### src/rtl/i2s_line_in_receiver_if.sv
// Bundle between the ADAU1761 ADC-side I2S pins and the line-in sample consumers.
// new_frame is a valid strobe with no ready: sample_l/sample_r are valid and stable whenever
// new_frame is high and hold until the next strobe, so a consumer may take them then or later.
interface i2s_line_in_receiver_if #(
    parameter int SAMPLE_WIDTH = 24
);
    logic                    i2s_bclk;
    logic                    i2s_lr;
    logic                    i2s_sdata;
    logic [SAMPLE_WIDTH-1:0] sample_l;
    logic [SAMPLE_WIDTH-1:0] sample_r;
    logic                    new_frame;
    logic                    frame_err;
    logic [1:0]              state_dbg;

    modport master (
        input  i2s_bclk,
        input  i2s_lr,
        input  i2s_sdata,
        output sample_l,
        output sample_r,
        output new_frame,
        output frame_err,
        output state_dbg
    );

    modport slave (
        output i2s_bclk,
        output i2s_lr,
        output i2s_sdata,
        input  sample_l,
        input  sample_r,
        input  new_frame,
        input  frame_err,
        input  state_dbg
    );
endinterface

### src/rtl/i2s_line_in_receiver.sv
// Oversampling I2S receiver: deserialises codec ADC data into left/right sample pairs in the
// clk domain, publishing both channels together with a one-cycle new_frame strobe.
module i2s_line_in_receiver #(
    parameter int SAMPLE_WIDTH = 24,
    parameter int SLOT_BITS    = 32
) (
    input logic                    clk,
    input logic                    reset,
    i2s_line_in_receiver_if.master bus
);
    localparam int IDX_W = $clog2(SLOT_BITS + 2);
    localparam logic [IDX_W-1:0] IDX_SAT  = IDX_W'(SLOT_BITS + 1);
    localparam logic [IDX_W-1:0] IDX_LAST = IDX_W'(SAMPLE_WIDTH);
    localparam logic [IDX_W-1:0] IDX_ONE  = IDX_W'(1);

    localparam logic [1:0] ST_IDLE   = 2'd0;
    localparam logic [1:0] ST_WAIT_L = 2'd1;
    localparam logic [1:0] ST_WAIT_R = 2'd2;

    // synchronisers
    logic s1_bclk, s2_bclk, b3_bclk;
    logic s1_lr, s2_lr;
    logic s1_sdata, s2_sdata;

    // slot tracking and capture
    logic                    lr_last;
    logic                    lr_primed;
    logic                    armed;
    logic                    chan;
    logic [IDX_W-1:0]        bit_idx;
    logic [SAMPLE_WIDTH-2:0] shreg;
    logic [SAMPLE_WIDTH-1:0] hold_l;
    logic [SAMPLE_WIDTH-1:0] hold_r;
    logic                    word_done;
    logic                    word_chan;
    logic                    short_err;
    logic                    ovr_err;

    // output stage
    logic [1:0]              state;
    logic [SAMPLE_WIDTH-1:0] sample_l;
    logic [SAMPLE_WIDTH-1:0] sample_r;
    logic                    new_frame;
    logic                    frame_err;

    logic             bclk_rise;
    logic             lr_edge;
    logic [IDX_W-1:0] next_idx;
    logic             capture;

    always_ff @(posedge clk) begin
        if (reset) begin
            s1_bclk  <= 1'b0;
            s2_bclk  <= 1'b0;
            b3_bclk  <= 1'b0;
            s1_lr    <= 1'b0;
            s2_lr    <= 1'b0;
            s1_sdata <= 1'b0;
            s2_sdata <= 1'b0;
        end else begin
            s1_bclk  <= bus.i2s_bclk;
            s2_bclk  <= s1_bclk;
            b3_bclk  <= s2_bclk;
            s1_lr    <= bus.i2s_lr;
            s2_lr    <= s1_lr;
            s1_sdata <= bus.i2s_sdata;
            s2_sdata <= s1_sdata;
        end
    end

    assign bclk_rise = s2_bclk & ~b3_bclk;
    // The first rise after reset only records lr, so a slot already in progress is never
    // mistaken for a slot start.
    assign lr_edge   = lr_primed && (s2_lr != lr_last);
    assign next_idx  = (bit_idx == IDX_SAT) ? IDX_SAT : bit_idx + IDX_ONE;
    assign capture   = armed && !lr_edge && (next_idx <= IDX_LAST);

    always_ff @(posedge clk) begin
        if (reset) begin
            lr_last   <= 1'b0;
            lr_primed <= 1'b0;
            armed     <= 1'b0;
            chan      <= 1'b0;
            bit_idx   <= '0;
            shreg     <= '0;
            hold_l    <= '0;
            hold_r    <= '0;
            word_done <= 1'b0;
            word_chan <= 1'b0;
            short_err <= 1'b0;
            ovr_err   <= 1'b0;
        end else begin
            word_done <= 1'b0;
            short_err <= 1'b0;
            ovr_err   <= 1'b0;
            if (bclk_rise) begin
                lr_last   <= s2_lr;
                lr_primed <= 1'b1;
                if (lr_edge) begin
                    // Slot start: this bit is the I2S delay bit and carries no data.
                    short_err <= armed && (bit_idx < IDX_LAST);
                    bit_idx   <= '0;
                    chan      <= s2_lr;
                    armed     <= 1'b1;
                end else begin
                    bit_idx <= next_idx;
                    ovr_err <= armed && (bit_idx != IDX_SAT) && (next_idx == IDX_SAT);
                    if (capture) begin
                        shreg <= {shreg[SAMPLE_WIDTH-3:0], s2_sdata};
                        if (next_idx == IDX_LAST) begin
                            word_done <= 1'b1;
                            word_chan <= chan;
                            if (chan) begin
                                hold_r <= {shreg, s2_sdata};
                            end else begin
                                hold_l <= {shreg, s2_sdata};
                            end
                        end
                    end
                end
            end
        end
    end

    // Pairing FSM: a right word only publishes when a left word preceded it in this frame.
    always_ff @(posedge clk) begin
        if (reset) begin
            state     <= ST_IDLE;
            sample_l  <= '0;
            sample_r  <= '0;
            new_frame <= 1'b0;
            frame_err <= 1'b0;
        end else begin
            new_frame <= 1'b0;
            if (short_err || ovr_err) begin
                frame_err <= 1'b1;
            end
            case (state)
                ST_IDLE: begin
                    if (armed) begin
                        state <= ST_WAIT_L;
                    end
                end
                ST_WAIT_L: begin
                    if (word_done && !word_chan) begin
                        state <= ST_WAIT_R;
                    end
                end
                ST_WAIT_R: begin
                    if (word_done && word_chan) begin
                        sample_l  <= hold_l;
                        sample_r  <= hold_r;
                        new_frame <= 1'b1;
                        state     <= ST_WAIT_L;
                    end
                end
                default: begin
                    state <= ST_IDLE;
                end
            endcase
        end
    end

    assign bus.sample_l  = sample_l;
    assign bus.sample_r  = sample_r;
    assign bus.new_frame = new_frame;
    assign bus.frame_err = frame_err;
    assign bus.state_dbg = state;
endmodule

### src/flat_wrapper.sv
// flat-port wrapper written by rule: the top's interface ports become plain ports
module i2s_line_in_receiver_flat 
#(
    parameter int SAMPLE_WIDTH = 24,
    parameter int SLOT_BITS    = 32
)
  (clk, reset, bus_i2s_bclk, bus_i2s_lr, bus_i2s_sdata, bus_sample_l, bus_sample_r, bus_new_frame, bus_frame_err, bus_state_dbg);
  i2s_line_in_receiver_if #(.SAMPLE_WIDTH(SAMPLE_WIDTH)) bus_i ();
  input logic clk;
  input logic reset;
  input wire logic [$bits(bus_i.i2s_bclk)-1:0] bus_i2s_bclk;
  input wire logic [$bits(bus_i.i2s_lr)-1:0] bus_i2s_lr;
  input wire logic [$bits(bus_i.i2s_sdata)-1:0] bus_i2s_sdata;
  output wire logic [$bits(bus_i.sample_l)-1:0] bus_sample_l;
  output wire logic [$bits(bus_i.sample_r)-1:0] bus_sample_r;
  output wire logic [$bits(bus_i.new_frame)-1:0] bus_new_frame;
  output wire logic [$bits(bus_i.frame_err)-1:0] bus_frame_err;
  output wire logic [$bits(bus_i.state_dbg)-1:0] bus_state_dbg;
  assign bus_i.i2s_bclk = bus_i2s_bclk;
  assign bus_i.i2s_lr = bus_i2s_lr;
  assign bus_i.i2s_sdata = bus_i2s_sdata;
  assign bus_sample_l = bus_i.sample_l;
  assign bus_sample_r = bus_i.sample_r;
  assign bus_new_frame = bus_i.new_frame;
  assign bus_frame_err = bus_i.frame_err;
  assign bus_state_dbg = bus_i.state_dbg;
  i2s_line_in_receiver #(.SAMPLE_WIDTH(SAMPLE_WIDTH), .SLOT_BITS(SLOT_BITS)) u_core (.clk(clk), .reset(reset), .bus(bus_i));
endmodule
### config.mk
export PLATFORM = sky130hd
export DESIGN_NAME = i2s_line_in_receiver_flat
export DESIGN_NICKNAME = d
export VERILOG_FILES = /design/src/rtl/i2s_line_in_receiver_if.sv /design/src/rtl/i2s_line_in_receiver.sv /design/src/flat_wrapper.sv
export SDC_FILE = /design/constraint.sdc
export NUM_CORES = 1
export LEC_CHECK = 0
export CAP_MARGIN = 30
export CORE_MARGIN = 1
export CORE_UTILIZATION = 30
export CTS_CLUSTER_SIZE = 40
export DETAILED_ROUTE_END_ITERATION = 10
export HOLD_SLACK_MARGIN = 0.08
export SKIP_CTS_REPAIR_TIMING = 1
export SLEW_MARGIN = 20
export SYNTH_ARGS = -nofsm -noshare
export SYNTH_HDL_FRONTEND = slang
export SYNTH_SLANG_ARGS = --single-unit
### constraint.sdc
create_clock -name clk -period 2.97 [get_ports clk]
set_clock_uncertainty 0.15 [all_clocks]
set_input_delay 0.594 -clock clk [delete_from_list [all_inputs] [get_ports clk]]
set_output_delay 0.594 -clock clk [all_outputs]
set_load 0.05 [all_outputs]
# After elaboration in Yosys (flattened, before gate mapping)
# Cells that the tools add are included.
[op_classes]
addsub = 1
n_mul = 0
div_mod_pow = 0
n_lt_le_gt_ge = 2
eq_ne = 10
shifts = 0
n_mux = 8
bitwise = 7
reduce_logical = 23
[op_table]
columns = ["cell", "n"]
rows = [
  ["6-bit == test, second input constant", 2],
  ["6-bit two-way mux", 2],
  ["5-bit AND reduction", 2],
  ["1-bit logical AND", 8],
  ["6-bit by 1-bit adder with 6-bit output, second input constant", 1],
  ["6-bit by 5-bit == test with 1-bit output, second input constant", 1],
  ["6-bit by 5-bit less-or-equal comparator with 1-bit output, second input constant", 1],
  ["6-bit by 5-bit < comparator with 1-bit output, second input constant", 1],
  ["2-bit two-way mux", 3],
  ["2-bit by 1-bit inequality test with 1-bit output, second input constant", 3],
  ["6-bit inequality test, second input constant", 1],
  ["1-bit NOT", 6],
  ["2-bit case mux with 3 select lines", 1],
  ["3-bit AND reduction", 2],
  ["3-bit OR reduction", 2],
  ["2-bit AND reduction", 2],
  ["4-bit AND reduction", 1],
  ["4-bit OR reduction", 1],
  ["2-bit by 1-bit == test with 1-bit output, second input constant", 1],
  ["2-bit == test, second input constant", 1],
  ["1-bit zero test", 2],
  ["2-bit zero test", 1],
  ["1-bit two-way mux", 2],
  ["2-bit OR reduction", 1],
  ["other kinds (3)", 3],
]
[word_totals]
ff_bits = 144
latch_bits = 0
mem_bits_rw = 0
rom_bits = 0
inputBits = 5
word_cells = 75
n_memories = 0

# Depth between registers and ports, before layout
[depth]
ltp_word = 7
depth_mapped = 9

# Worst setup path after synthesis
# OpenSTA, ideal clock, no wires.
[synth_timing]
path_kind = "register to register"
start = "register u_core.bit_idx[1]"
end = "register u_core.shreg[10]"
t_arrival_ns = 2.007
t_required_ns = 2.698
setup_slack_ns = 0.691
stages_incl_launch_ff = 8
cell_sequence = "dfxtp_1 inv_1 ha_1 nand2_1 nor4_4 a221oi_2 buf_2 a221o_1"
[synth_via]
elab_chain_cells = 5
word_cells_on_any_way = 6
cone_classes = "add/sub: 1; order compare: 1; eq/ne: 1; mux: 1; reduce/logical: 2"
[synth_rtl]
columns = ["element", "line_no", "source"]
rows = [
  ["start, declared", "i2s_line_in_receiver.sv:30", "logic [IDX_W-1:0] bit_idx;"],
  ["start signal, assigned", "i2s_line_in_receiver.sv:106", "bit_idx <= next_idx;"],
  ["6-bit by 1-bit adder with 6-bit output / 6-bit == test (equally long branches)", "i2s_line_in_receiver.sv:75", "assign next_idx = (bit_idx == IDX_SAT) ? IDX_SAT : bit_idx + IDX_ONE;"],
  ["6-bit two-way mux *", "i2s_line_in_receiver.sv:75", ""],
  ["6-bit by 5-bit less-or-equal comparator with 1-bit output *", "i2s_line_in_receiver.sv:76", "assign capture = armed && !lr_edge && (next_idx <= IDX_LAST);"],
  ["1-bit logical AND *", "i2s_line_in_receiver.sv:76", ""],
  ["3-bit AND reduction (no source line) *", "n/a", ""],
  ["end signal, assigned", "i2s_line_in_receiver.sv:109", "shreg <= {shreg[SAMPLE_WIDTH-3:0], s2_sdata};"],
  ["end, declared", "i2s_line_in_receiver.sv:31", "logic [SAMPLE_WIDTH-2:0] shreg;"],
]
# Mark *: on every way between the ends. The rest lies on a longest branch, timed or not.
# A chain may end at the register's enable or synchronous reset.

# Worst setup path after layout
[layout_timing]
start = "register u_core.bit_idx[1]"
end = "register u_core.hold_r[9]"
[layout_via]
elab_chain_cells = 5
word_cells_on_any_way = 7
cone_classes = "add/sub: 1; order compare: 1; eq/ne: 2; mux: 1; reduce/logical: 2"
[layout_rtl]
columns = ["element", "line_no", "source"]
rows = [
  ["6-bit by 1-bit adder with 6-bit output / 6-bit == test (equally long branches)", "i2s_line_in_receiver.sv:75", ""],
  ["6-bit two-way mux *", "i2s_line_in_receiver.sv:75", ""],
  ["6-bit by 5-bit less-or-equal comparator with 1-bit output", "i2s_line_in_receiver.sv:76", ""],
  ["1-bit logical AND", "i2s_line_in_receiver.sv:76", ""],
  ["5-bit AND reduction (no source line) *", "n/a", ""],
  ["end signal, assigned", "i2s_line_in_receiver.sv:114", "hold_r <= {shreg, s2_sdata};"],
  ["end, declared", "i2s_line_in_receiver.sv:33", "logic [SAMPLE_WIDTH-1:0] hold_r;"],
]
# Marks and branches as above.

==> flow_summary.ini <==
[yosys]
yosysTopAreaCell = dfxtp_1
syn_area_per_cell_um2 = 8.92
synth_common_cells = dfxtp_1, nand2_1, a21oi_1
ys_ff_latch = 144
yosys-top-cells-area = dfxtp_1, nand2_1, mux2i_1
syn-cell-area_mm2 = 0.00561
synth_most_common_cell = dfxtp_1
synth.yosys.seq_area_share_pct = 51.4
yosysWarnings = 0
synth_nets = 636
synth_top_area_share_pct = 51.4
synth_edf_count = 0
synthArstFlopShare_pct = 0
synthCells = 629
ys.flop_type = dfxtp_1
ys_types = 47

[setup_path]
cp_data_arrival_time_ns = 2.72
max_stage_delay_ns = 0.44
crit_path_end_kind = register
start_kind = register
cp.required_ns = 3.10
crit_slowest_cell = dfxtp_1
crit_type = reg -> reg
r2r_start = u_core.bit_idx[1]
crit_cells = 9
critical-path-top-delay-family = simple AND/OR/NAND/NOR gates
crit_buf_inv = 3
worstPathMaxFanout = 22
cp_cell_sequence = inv_1 > ha_1 > nand2_1 > nor4_4 > buf_4 > nand4_4 > buf_12 > mux2i_1 > nor2_1
rrSetupSlack_ns = 0.38
worst-r2r-cell-count = 9
r2r_end = u_core.hold_r[9]

[cts]
cts.path.max_buffers = 2
cts_tree = yes
cts_root_buf = clkbuf_16
h-tree-depth = 4
cts.clk_slew.worst_paths_ns = 0.06
clk-insertion-delay-late_ns = 0.42
clkSinkCount = 144
numCtsBuffers = 17

[worst_hold_path]
hp-start = u_core.s1_lr
min_to = u_core.s2_lr
hp-class = reg -> reg
hold_depth = 1

[grt]
grt_usage_pct = 13.4
grt_max_degree = 77
antenna_found_initial = 0
grt_overflow = 0
grt_pass1_vias = 4117
grt_pass1_wl_um = 20700
use_met2_pct = 20.5
grt.met3_usage_pct = 3.73
use_met1_pct = 17.9
top_usage_layer = met2

[routing]
wl_per_cell_um = 13.5
via_per_inst = 4.84
postRouteWirelength_um = 12400
drtPass1Iterations = 10
drt_iter0_drc = 245
ant_nets = 0
dr_total_vias = 4425
drc = 5

[outcome]
outcome = finished, violations left
violations = design-rule violations

[placed_design]
io_buffers = 56
place_ws_ns = 0.409
dp_cells = 883
dp_hpwl_um = 7740
place.gp.congestion = 0.829

[power]
ir_drop_mv = 0.447
finalPower_mw = 4.20
p_leak_nw = 2.69
powerDensity_mw_per_mm2 = 600

[floorplan]
coreArea_mm2 = 0.0181
die_area_mm2 = 0.0192
fp-row-count = 49
die_x_um = 139
die_h_um = 139
io_pins = 57
initial_core_util_pct = 30.9

[timing]
setup_slack_ns = 0.382
slew_violations = 0
maxSlewHeadroom_pct = 47.3
setup_violations = 0
hold_viol = 0
min_period_over_period_pct = 87.1
post-route-min-period_ns = 2.59
rsz0062_at_grt = false
worst_pin_slew_ns = 0.790
fmax_mhz = 386
whs_ns = 0.287
tns_ns = 0

[final_layout]
area_growth_pct = 24.9
final_cells = 915
layout.nets = 680
diodes = 0
drive_above_1_share_pct = 8.31

[run]
drv_cap = 0
==> per-layer routing <==
layer | vias to the layer above | wire length [um] | share of wire [%]
met5 | - | 0 | 0
met4 | 0 | 163 | 1.3
met3 | 14 | 421 | 3.4
met2 | 72 | 5540 | 45
met1 | 2063 | 6250 | 51
li1 | 2276 | - | -
==> how the worst max path moves through the flow <==
stage,to,slack (ns),start
3_3_place_gp,u_core.shreg[12],0.45,u_core.bit_idx[1]
3_5_place_dp,u_core.hold_r[0],0.41,u_core.bit_idx[1]
4_1_cts,u_core.shreg[20],0.37,u_core.bit_idx[1]
6_report,u_core.hold_r[9],0.38,u_core.bit_idx[1]
2_1_floorplan,u_core.shreg[10],0.69,u_core.bit_idx[1]
5_1_grt,u_core.hold_r[6],0.20,u_core.bit_idx[1]
==> cell usage in the layout (no fill, tap or decap), types with 3 or more instances in the layout <==
cell type        count
clkinvlp_4           3
nor2b_1             11
dfxtp_1            144
mux2i_1             49
clkbuf_16           17
a31oi_1              3
o21ai_0              6
nor3_1               4
clkdlybuf4s50_1     55
nand3_1              4
nand4_1             24
nor2_1              55
clkinv_2             4
clkbuf_8             4
bufinv_16            3
a21oi_1             82
nand2_1            137
a221o_1             23
buf_4               16
inv_1                4
==> power by group <==
group / switching (mW) / leakage, nW / internal, mW
clock: 0.792 / 0.298 / 1.40
combinational: 0.0426 / 1.24 / 0.0158
sequential: 0.00842 / 1.16 / 1.94
==> metrics by stage <==
stage,cell area (um^2),util [%]
3_3_place_gp,6370,35.1
3_5_place_dp,6390,35.2
6_report,7000,38.6
4_1_cts,7000,38.6
5_1_grt,7000,38.6
2_1_floorplan,5610,-
==> sequential cells by signal (all words and copies together), names as in the netlist, 2 cells and up <==
| register | cells |
|---|---|
| u_core.bus.sample_r | 24 |
| u_core.bit_idx | 6 |
| u_core.hold_r | 24 |
| u_core.bus.sample_l | 24 |
| u_core.bus.state_dbg | 2 |
| u_core.hold_l | 24 |
| u_core.shreg | 23 |
==> cell families after synthesis <==
family	count (synthesis)	share of synthesized area, %
xor gates and xnor gates	2	0.312
adders and majority gates	2	0.446
buffers and inverters	52	4.24
and+or+nand+nor	254	20.5
DFF	144	51.4
muxes	49	8.75
AOI/OAI and AO/OA	126	14.3
==> area by class of cell <==
cell class | count | area, um^2
sequential | 144 | 2880
clock buffer | 22 | 484
clock inverter | 10 | 133
fill | 1839 | 11100
inverter | 4 | 15.0
timing repair buffer | 73 | 711
tap | 229 | 287
multi-input combinational | 433 | 2490
==> worst register-to-register path, stage by stage (launching register included) <==
cell and delay, ns:
dfxtp_1 0.44, inv_1 0.07, ha_1 0.31, nand2_1 0.09, nor4_4 0.28, buf_4 0.31
nand4_4 0.30, buf_12 0.27, mux2i_1 0.16, nor2_1 0.05
(Power assumes the default switching activity.)
